`config.mk`:
```
export PLATFORM = sky130hd
export DESIGN_NAME = rowcol_operand_sequencer
export DESIGN_NICKNAME = d
export VERILOG_FILES = /design/src/rtl/rowcol_operand_sequencer.sv
export SDC_FILE = /design/constraint.sdc
export NUM_CORES = 1
export LEC_CHECK = 0
export ABC_CLOCK_PERIOD_IN_PS = 3400
export BUFFER_PORTS_ARGS = -buffer_cell sky130_fd_sc_hd__buf_2
export CELL_PAD_IN_SITES_DETAIL_PLACEMENT = 1
export CELL_PAD_IN_SITES_GLOBAL_PLACEMENT = 1
export CORE_MARGIN = 2
export CORE_UTILIZATION = 45
export CTS_CLUSTER_DIAMETER = 200
export DETAILED_ROUTE_END_ITERATION = 10
export PLACE_DENSITY_LB_ADDON = 0.15
export RECOVER_POWER = 25
export SETUP_SLACK_MARGIN = 0.02
export SLEW_MARGIN = 40
export SYNTH_ARGS = -nofsm -noshare
export SYNTH_HDL_FRONTEND = slang
export SYNTH_SLANG_ARGS = --single-unit
```
`constraint.sdc`:
```
create_clock -name CLK -period 3.4 [get_ports CLK]
set_input_delay 0.17 -clock CLK [delete_from_list [all_inputs] [get_ports CLK]]
set_output_delay 0.17 -clock CLK [all_outputs]
set_load 0.05 [all_outputs]
```
`src/rtl/rowcol_operand_sequencer.sv`:
```
// ---------------------------------------------------------------------------
// rowcol_operand_sequencer
//
// Feeder and collector wrapped around an external combinational (or
// single-register) dot-product unit that computes one element of the
// SIZE x SIZE matrix product C = A*B per presentation.
//
// Flow: A then B arrive row-major as a word stream and are stored locally.
// For each result C[i][j] the sequencer registers row i of A and column j
// of B onto row_vec/col_vec, samples the scalar dot_y a fixed number of
// cycles later, and hands the result downstream over valid/ready. Results
// leave in row-major order; the final one carries out_last.
//
// Optional build macro:
//   DOT_PIPE_EN  inserts a WAIT state between PRESENT and CAPTURE so dot_y
//                is sampled two cycles after the vectors change (for a dot
//                unit with a 1-cycle output register). Undefined by default.
//
// Parameters:
//   WIDTH  element and result word length
//   SIZE   matrix dimension, power of 2
//
// Ports:
//   CLK        clock, all state changes on posedge
//   RST        synchronous active-high reset
//   start      begin a new load (honoured only when idle)
//   in_data    operand word
//   in_valid   in_data valid
//   in_ready   sequencer accepts in_data (LOAD_A / LOAD_B only)
//   row_vec    packed row i of A, element k at [WIDTH*(k+1)-1:WIDTH*k]
//   col_vec    packed column j of B, same packing
//   dot_y      dot product of row_vec and col_vec from the external unit
//   out_data   result element C[i][j]
//   out_valid  out_data valid
//   out_ready  downstream accepts out_data
//   out_last   high with the C[SIZE-1][SIZE-1] beat
//   busy       high whenever the sequencer is not idle
// ---------------------------------------------------------------------------
module rowcol_operand_sequencer #(
  parameter int WIDTH = 32,
  parameter int SIZE  = 4
) (
  input  logic                  CLK,
  input  logic                  RST,
  input  logic                  start,
  input  logic [WIDTH-1:0]      in_data,
  input  logic                  in_valid,
  output logic                  in_ready,
  output logic [WIDTH*SIZE-1:0] row_vec,
  output logic [WIDTH*SIZE-1:0] col_vec,
  input  logic [WIDTH-1:0]      dot_y,
  output logic [WIDTH-1:0]      out_data,
  output logic                  out_valid,
  input  logic                  out_ready,
  output logic                  out_last,
  output logic                  busy
);

  localparam int NELEM = SIZE * SIZE;
  // Keep counters at least one bit wide so SIZE=1 still elaborates.
  localparam int CW = (NELEM > 1) ? $clog2(NELEM) : 1;
  localparam int IW = (SIZE > 1) ? $clog2(SIZE) : 1;

  localparam logic [CW-1:0] CNT_LAST = CW'(NELEM - 1);
  localparam logic [IW-1:0] IDX_LAST = IW'(SIZE - 1);

  localparam logic [2:0] S_IDLE    = 3'd0;
  localparam logic [2:0] S_LOAD_A  = 3'd1;
  localparam logic [2:0] S_LOAD_B  = 3'd2;
  localparam logic [2:0] S_PRESENT = 3'd3;
  localparam logic [2:0] S_WAIT    = 3'd4;
  localparam logic [2:0] S_CAPTURE = 3'd5;
  localparam logic [2:0] S_HOLD    = 3'd6;

  // Flat row-major element index of (r, c).
  function automatic logic [CW-1:0] elem_idx(input logic [IW-1:0] r,
                                             input logic [IW-1:0] c);
    return CW'(int'(r) * SIZE + int'(c));
  endfunction

  // Operand storage; never reset, contents are don't-care until reloaded.
  logic [WIDTH-1:0] a_mem [NELEM];
  logic [WIDTH-1:0] b_mem [NELEM];

  logic [2:0]            state_q, state_d;
  logic [CW-1:0]         cnt_q, cnt_d;
  logic [IW-1:0]         i_q, i_d;
  logic [IW-1:0]         j_q, j_d;
  logic                  in_ready_q, in_ready_d;
  logic [WIDTH*SIZE-1:0] row_vec_q, row_vec_d;
  logic [WIDTH*SIZE-1:0] col_vec_q, col_vec_d;
  logic [WIDTH-1:0]      out_data_q, out_data_d;
  logic                  out_valid_q, out_valid_d;
  logic                  out_last_q, out_last_d;
  logic                  busy_q, busy_d;

  logic                  in_fire_s;
  logic                  out_fire_s;
  logic                  is_last_s;
  logic [WIDTH*SIZE-1:0] row_sel_s;
  logic [WIDTH*SIZE-1:0] col_sel_s;

  // in_ready_q is high exactly in the two load states, so it doubles as
  // the load-state qualifier for accepted beats.
  assign in_fire_s  = in_valid & in_ready_q;
  assign out_fire_s = out_valid_q & out_ready;
  assign is_last_s  = (i_q == IDX_LAST) && (j_q == IDX_LAST);

  // Gather row i of A and column j of B from storage.
  always_comb begin
    row_sel_s = '0;
    col_sel_s = '0;
    for (int k = 0; k < SIZE; k++) begin
      row_sel_s[k*WIDTH +: WIDTH] = a_mem[elem_idx(i_q, IW'(k))];
      col_sel_s[k*WIDTH +: WIDTH] = b_mem[elem_idx(IW'(k), j_q)];
    end
  end

  // Next-state and next-output decode.
  always_comb begin
    state_d     = state_q;
    cnt_d       = cnt_q;
    i_d         = i_q;
    j_d         = j_q;
    row_vec_d   = row_vec_q;
    col_vec_d   = col_vec_q;
    out_data_d  = out_data_q;
    out_valid_d = out_valid_q;
    out_last_d  = out_last_q;

    case (state_q)
      S_IDLE: begin
        if (start) begin
          state_d = S_LOAD_A;
          cnt_d   = '0;
        end else begin
          state_d = S_IDLE;
        end
      end

      S_LOAD_A: begin
        if (in_fire_s) begin
          if (cnt_q == CNT_LAST) begin
            state_d = S_LOAD_B;
            cnt_d   = '0;
          end else begin
            cnt_d   = cnt_q + CW'(1);
          end
        end else begin
          cnt_d = cnt_q;
        end
      end

      S_LOAD_B: begin
        if (in_fire_s) begin
          if (cnt_q == CNT_LAST) begin
            state_d = S_PRESENT;
            cnt_d   = '0;
            i_d     = '0;
            j_d     = '0;
          end else begin
            cnt_d   = cnt_q + CW'(1);
          end
        end else begin
          cnt_d = cnt_q;
        end
      end

      S_PRESENT: begin
        row_vec_d = row_sel_s;
        col_vec_d = col_sel_s;
`ifdef DOT_PIPE_EN
        state_d   = S_WAIT;
`else
        state_d   = S_CAPTURE;
`endif
      end

      // Gives a registered dot unit one extra cycle to settle.
      S_WAIT: begin
        state_d = S_CAPTURE;
      end

      S_CAPTURE: begin
        out_data_d  = dot_y;
        out_valid_d = 1'b1;
        out_last_d  = is_last_s;
        state_d     = S_HOLD;
      end

      S_HOLD: begin
        if (out_fire_s) begin
          out_valid_d = 1'b0;
          out_last_d  = 1'b0;
          if (out_last_q) begin
            state_d = S_IDLE;
          end else begin
            state_d = S_PRESENT;
            if (j_q == IDX_LAST) begin
              j_d = '0;
              i_d = i_q + IW'(1);
            end else begin
              j_d = j_q + IW'(1);
            end
          end
        end else begin
          state_d = S_HOLD;
        end
      end

      default: begin
        state_d     = S_IDLE;
        out_valid_d = 1'b0;
        out_last_d  = 1'b0;
      end
    endcase

    // Status flags follow the state being entered so they are registered
    // yet aligned with the state register.
    in_ready_d = (state_d == S_LOAD_A) || (state_d == S_LOAD_B);
    busy_d     = (state_d != S_IDLE);
  end

  // Control and output registers with synchronous reset.
  always_ff @(posedge CLK) begin
    if (RST) begin
      state_q     <= S_IDLE;
      cnt_q       <= '0;
      i_q         <= '0;
      j_q         <= '0;
      in_ready_q  <= 1'b0;
      row_vec_q   <= '0;
      col_vec_q   <= '0;
      out_data_q  <= '0;
      out_valid_q <= 1'b0;
      out_last_q  <= 1'b0;
      busy_q      <= 1'b0;
    end else begin
      state_q     <= state_d;
      cnt_q       <= cnt_d;
      i_q         <= i_d;
      j_q         <= j_d;
      in_ready_q  <= in_ready_d;
      row_vec_q   <= row_vec_d;
      col_vec_q   <= col_vec_d;
      out_data_q  <= out_data_d;
      out_valid_q <= out_valid_d;
      out_last_q  <= out_last_d;
      busy_q      <= busy_d;
    end
  end

  // Operand storage writes; reset wins over a beat in the same cycle.
  always_ff @(posedge CLK) begin
    if (!RST && in_fire_s) begin
      if (state_q == S_LOAD_A) begin
        a_mem[cnt_q] <= in_data;
      end else begin
        b_mem[cnt_q] <= in_data;
      end
    end
  end

  assign in_ready  = in_ready_q;
  assign row_vec   = row_vec_q;
  assign col_vec   = col_vec_q;
  assign out_data  = out_data_q;
  assign out_valid = out_valid_q;
  assign out_last  = out_last_q;
  assign busy      = busy_q;

endmodule

```
==> summary.md <==
| Metric | Value |
|---|---|
| TritonCTS clock tree | yes |
| Ratio of cells with drive above 1 in the final layout | 0.265 |
| Hold path cells | 4 |
| R2R depth | 6 |
| Cts repair resizes | 0 |
| Number of nets at the end of the flow | 3285 |
| Clock insertion delay at the later pin of the skew report | 0.73 ns |
| Fraction of synthesized cell area taken by the top area cell type | 0.646 |
| Endpoint of the worst register-to-register path | b_mem[13][26]$_DFFE_PP_ |
| Setup total negative slack | 0 ns |
| Average detailed-routed wire length per instance | 26.9 microns |
| Core Rows | 119 |
| Kind of end point of the critical path | flip-flop |
| Crit path time final | 2.71 ns |
| Hold Violations, Final | 0 |
| Number of synthesized flops with an enable pin | 1024 |
| Startpoint of the most critical hold path | dot_y[23] |
| Clk sinks | 1327 |
| Achievable clock frequency | 0.369 GHz |
| Library cell occupying the most area in the post-synthesis netlist | sky130_fd_sc_hd__edfxtp_1 |
| Worst-Margin Slew | 2.47 ns |
| Maximum number of pins on one net before global-route repair | 152 |
| Cts hold-fix bufs | 62 |
| Status | complete, but fails checks |
| Total nets after synthesis | 2809 |
| CP required | 3.76 ns |
| Vias after detailed routing | 26000 |
| Post-CTS setup-driven buffer insertion count | 0 |
| Pwr/cell area | 578 mW/mm^2 |
| Worst-path clk slew | 0.06 ns |
| # H-tree levels | 4 |
| Synth cell count leaders | sky130_fd_sc_hd__edfxtp_1, sky130_fd_sc_hd__nand2_1, sky130_fd_sc_hd__dfxtp_1, sky130_fd_sc_hd__a21oi_1, sky130_fd_sc_hd__mux4_2 |
| HPWL after detailed placement | 75000 microns |
| Placement-stage cell area | 0.0517 sq mm |
| Post-route clock skew | 0.0252 ns |
| Summed instance area of the synthesized netlist | 0.0476 sq mm |
| Unique cell type count in the Yosys netlist | 46 |
| Synthesis warning total | 0 |
| Register bit total from synthesis | 1327 |
| Count of fill cells added during filler insertion | 9763 |
| Vias in the first global route | 27700 |
| Startpoint kind of the worst setup timing path | flip-flop |
| Post-route cell area | 0.0568 sq mm |
| Mean area per synthesized cell | 17.4 sq um |
| Overall die height | 329 microns |
| Reg-to-reg startpoint | state_q[2]$_SDFF_PP0_ |
| Global-route wire length before repair | 187000 microns |
| Share of the clock period used by the worst path | 0.796 |
| Number of setup violations in the final report | 0 |
| Initial cell density of the core | 0.453 |
| Final global-route overflow total | 0 |
| Path type of the worst min-delay path | primary input to flip-flop |
| Remaining max-slew budget at the tightest pin | -0.644 |
| Number of top-level pins | 361 |
| Combined area of the multi-input logic cells | 0.0103 sq mm |
| Hold path endpoint | out_data[23]$_SDFFE_PP0P_ |
| Post-DR vias/cell | 5.51 |
| Die Area | 0.108 sq mm |
| Static power due to leakage | 18.4 nW |
| Core ar. | 0.105 sq mm |
| Antenna violations before repair | 4 |
| Dominant register cell in the synthesized netlist | sky130_fd_sc_hd__edfxtp_1 |
| Cell types occupying the most area after synthesis | sky130_fd_sc_hd__edfxtp_1, sky130_fd_sc_hd__dfxtp_1, sky130_fd_sc_hd__mux4_2 |
| Routability congestion estimate from global placement | 0.754 |
| Clk root buf | sky130_fd_sc_hd__clkbuf_16 |
| Reg2Reg Setup Slack | 0.69 ns |
| Deepest clock path buffer count | 3 |
| Register Area | 0.0368 sq mm |
| Sequential share of the synthesized area | 0.774 |
| Num CTS Buffers | 138 |
| Syn-to-layout area delta | 19.4% |
| Syn Inst Count | 2734 |
| Async set-or-reset flop fraction in the synthesized netlist | 0 |
| Most used standard cell by instance count after synthesis | sky130_fd_sc_hd__edfxtp_1 |
| Violated checks | capacitance limit, slew limit |
| Total GRT Usage | 0.238 |
| RSZ-0062 raised after global routing | false |
| Remaining antenna violation count after routing | 0 |
| Max FO, Critical Path | 32 |
| Maximum VDD drop | 0.444 mV |
| Number of DRC markers after the initial detailed-route iteration | 2140 |
| Reported max-cap violation count | 26 |
| Drt pass-1 iters | 5 |
| Data arrival time at the worst-slack endpoint | 3.07 ns |
| Wire length reported by the detailed router | 127000 microns |
| Number of port buffers | 360 |
| Worst setup path category | flip-flop to flip-flop |
| Max Slew Vio Count | 860 |
| Horizontal die dimension | 329 microns |
| DRC Markers | 0 |
[final cells by class]
cell class | count | share of cell area
diodes | 5 | 0.000220
flip-flops and latches | 1327 | 0.648
multi-input cells | 1240 | 0.182
clock inverters | 54 | 0.0102
repair buffers | 498 | 0.0615
inverters | 5 | 0.000330
clock buffers | 194 | 0.0670
well taps | 1391 | 0.0306
[worst max-delay path by stage]
stage	slack, ns	cells after the start	startpoint	end
after floorplan	0.22	4	in_ready$_SDFF_PP0_	b_mem[0][0]$_DFFE_PP_
after global placement	0.81	6	state_q[2]$_SDFF_PP0_	b_mem[12][28]$_DFFE_PP_
after detailed placement	0.71	6	state_q[2]$_SDFF_PP0_	b_mem[9][26]$_DFFE_PP_
after CTS	0.65	6	state_q[2]$_SDFF_PP0_	b_mem[13][9]$_DFFE_PP_
after global routing	0.46	6	state_q[2]$_SDFF_PP0_	b_mem[13][9]$_DFFE_PP_
final	0.69	6	state_q[2]$_SDFF_PP0_	b_mem[13][26]$_DFFE_PP_
[state kept, by name (all words and copies together) (netlist names)]
signal / flops
busy: 1
out_data: 32
i_q: 2
in_ready: 1
cnt_q: 4
j_q: 2
state_q: 3
col_vec: 128
a_mem: 512
out_valid: 1
row_vec: 128
out_last: 1
b_mem: 512
[cells in the final DEF (no fill, tap or decap), drive strengths merged, types with 2 or more instances in the layout]
| cell | count |
|---|---|
| a21oi | 294 |
| a22oi | 4 |
| a31oi | 2 |
| a32oi | 2 |
| and3 | 2 |
| buf | 392 |
| bufinv | 13 |
| clkbuf | 221 |
| clkinv | 36 |
| clkinvlp | 4 |
| dfxtp | 303 |
| diode | 5 |
| dlygate4sd3 | 79 |
| edfxtp | 1024 |
| ha | 6 |
| inv | 6 |
| mux4 | 256 |
| nand2 | 588 |
| nand2b | 3 |
| nand3 | 4 |
| nor2 | 44 |
| nor2b | 2 |
| nor3 | 4 |
| nor3b | 2 |
| o21ai | 4 |
| or2 | 4 |
| or3 | 2 |
[cell families (layout without fill, tap and decap cells)]
family	Yosys count	count (layout)	synth area share
adder cells (fa/ha/maj)	6	6	0.00158
AND/OR/NAND/NOR	664	664	0.0545
buffers and inverters	167	751	0.0149
other	0	5	0
XOR/XNOR	2	2	0.000368
AO/OA/AOI/OAI	311	311	0.0338
flip-flops	1327	1327	0.774
multiplexers	257	257	0.121
[critical path: stages, from the launching register on]
cell and delay [ns]:
sky130_fd_sc_hd__dfxtp_1 0.71, sky130_fd_sc_hd__or3b_1 0.25, sky130_fd_sc_hd__nor3b_1 0.32, sky130_fd_sc_hd__buf_4 0.20
sky130_fd_sc_hd__nand2_1 0.23, sky130_fd_sc_hd__nor2_4 0.16, sky130_fd_sc_hd__buf_4 0.44
[routing by layer]
metal	up-vias	global-route usage	wire length, microns
li1	11400	-	-
met1	13700	0.323	53100
met2	728	0.398	63700
met3	179	0.0416	6940
met4	0	0.0684	3110
met5	-	0	0
[through the flow]
step,util,worst slack [ns],cells,total power [mW],hold WS [ns]
6_report,0.540,0.692,4714,32.8,0.239
2_1_floorplan,-,0.215,2734,17.9,0.269
3_3_place_gp,0.491,0.807,4381,18.3,0.410
3_5_place_dp,0.492,0.705,4382,18.3,0.419
4_1_cts,0.539,0.655,4692,33.1,0.00599
5_1_grt,0.540,0.460,4709,33.8,0.239
[report_power, final]
group          total [mW]  internal, mW  switching [mW]  leakage (nW)
sequential           17.5          17.5         0.00853          11.6
combinational       0.540         0.111           0.430          4.67
clock                14.8          8.77            6.05          2.13
No activity file was read; power rests on OpenSTA's default activity.
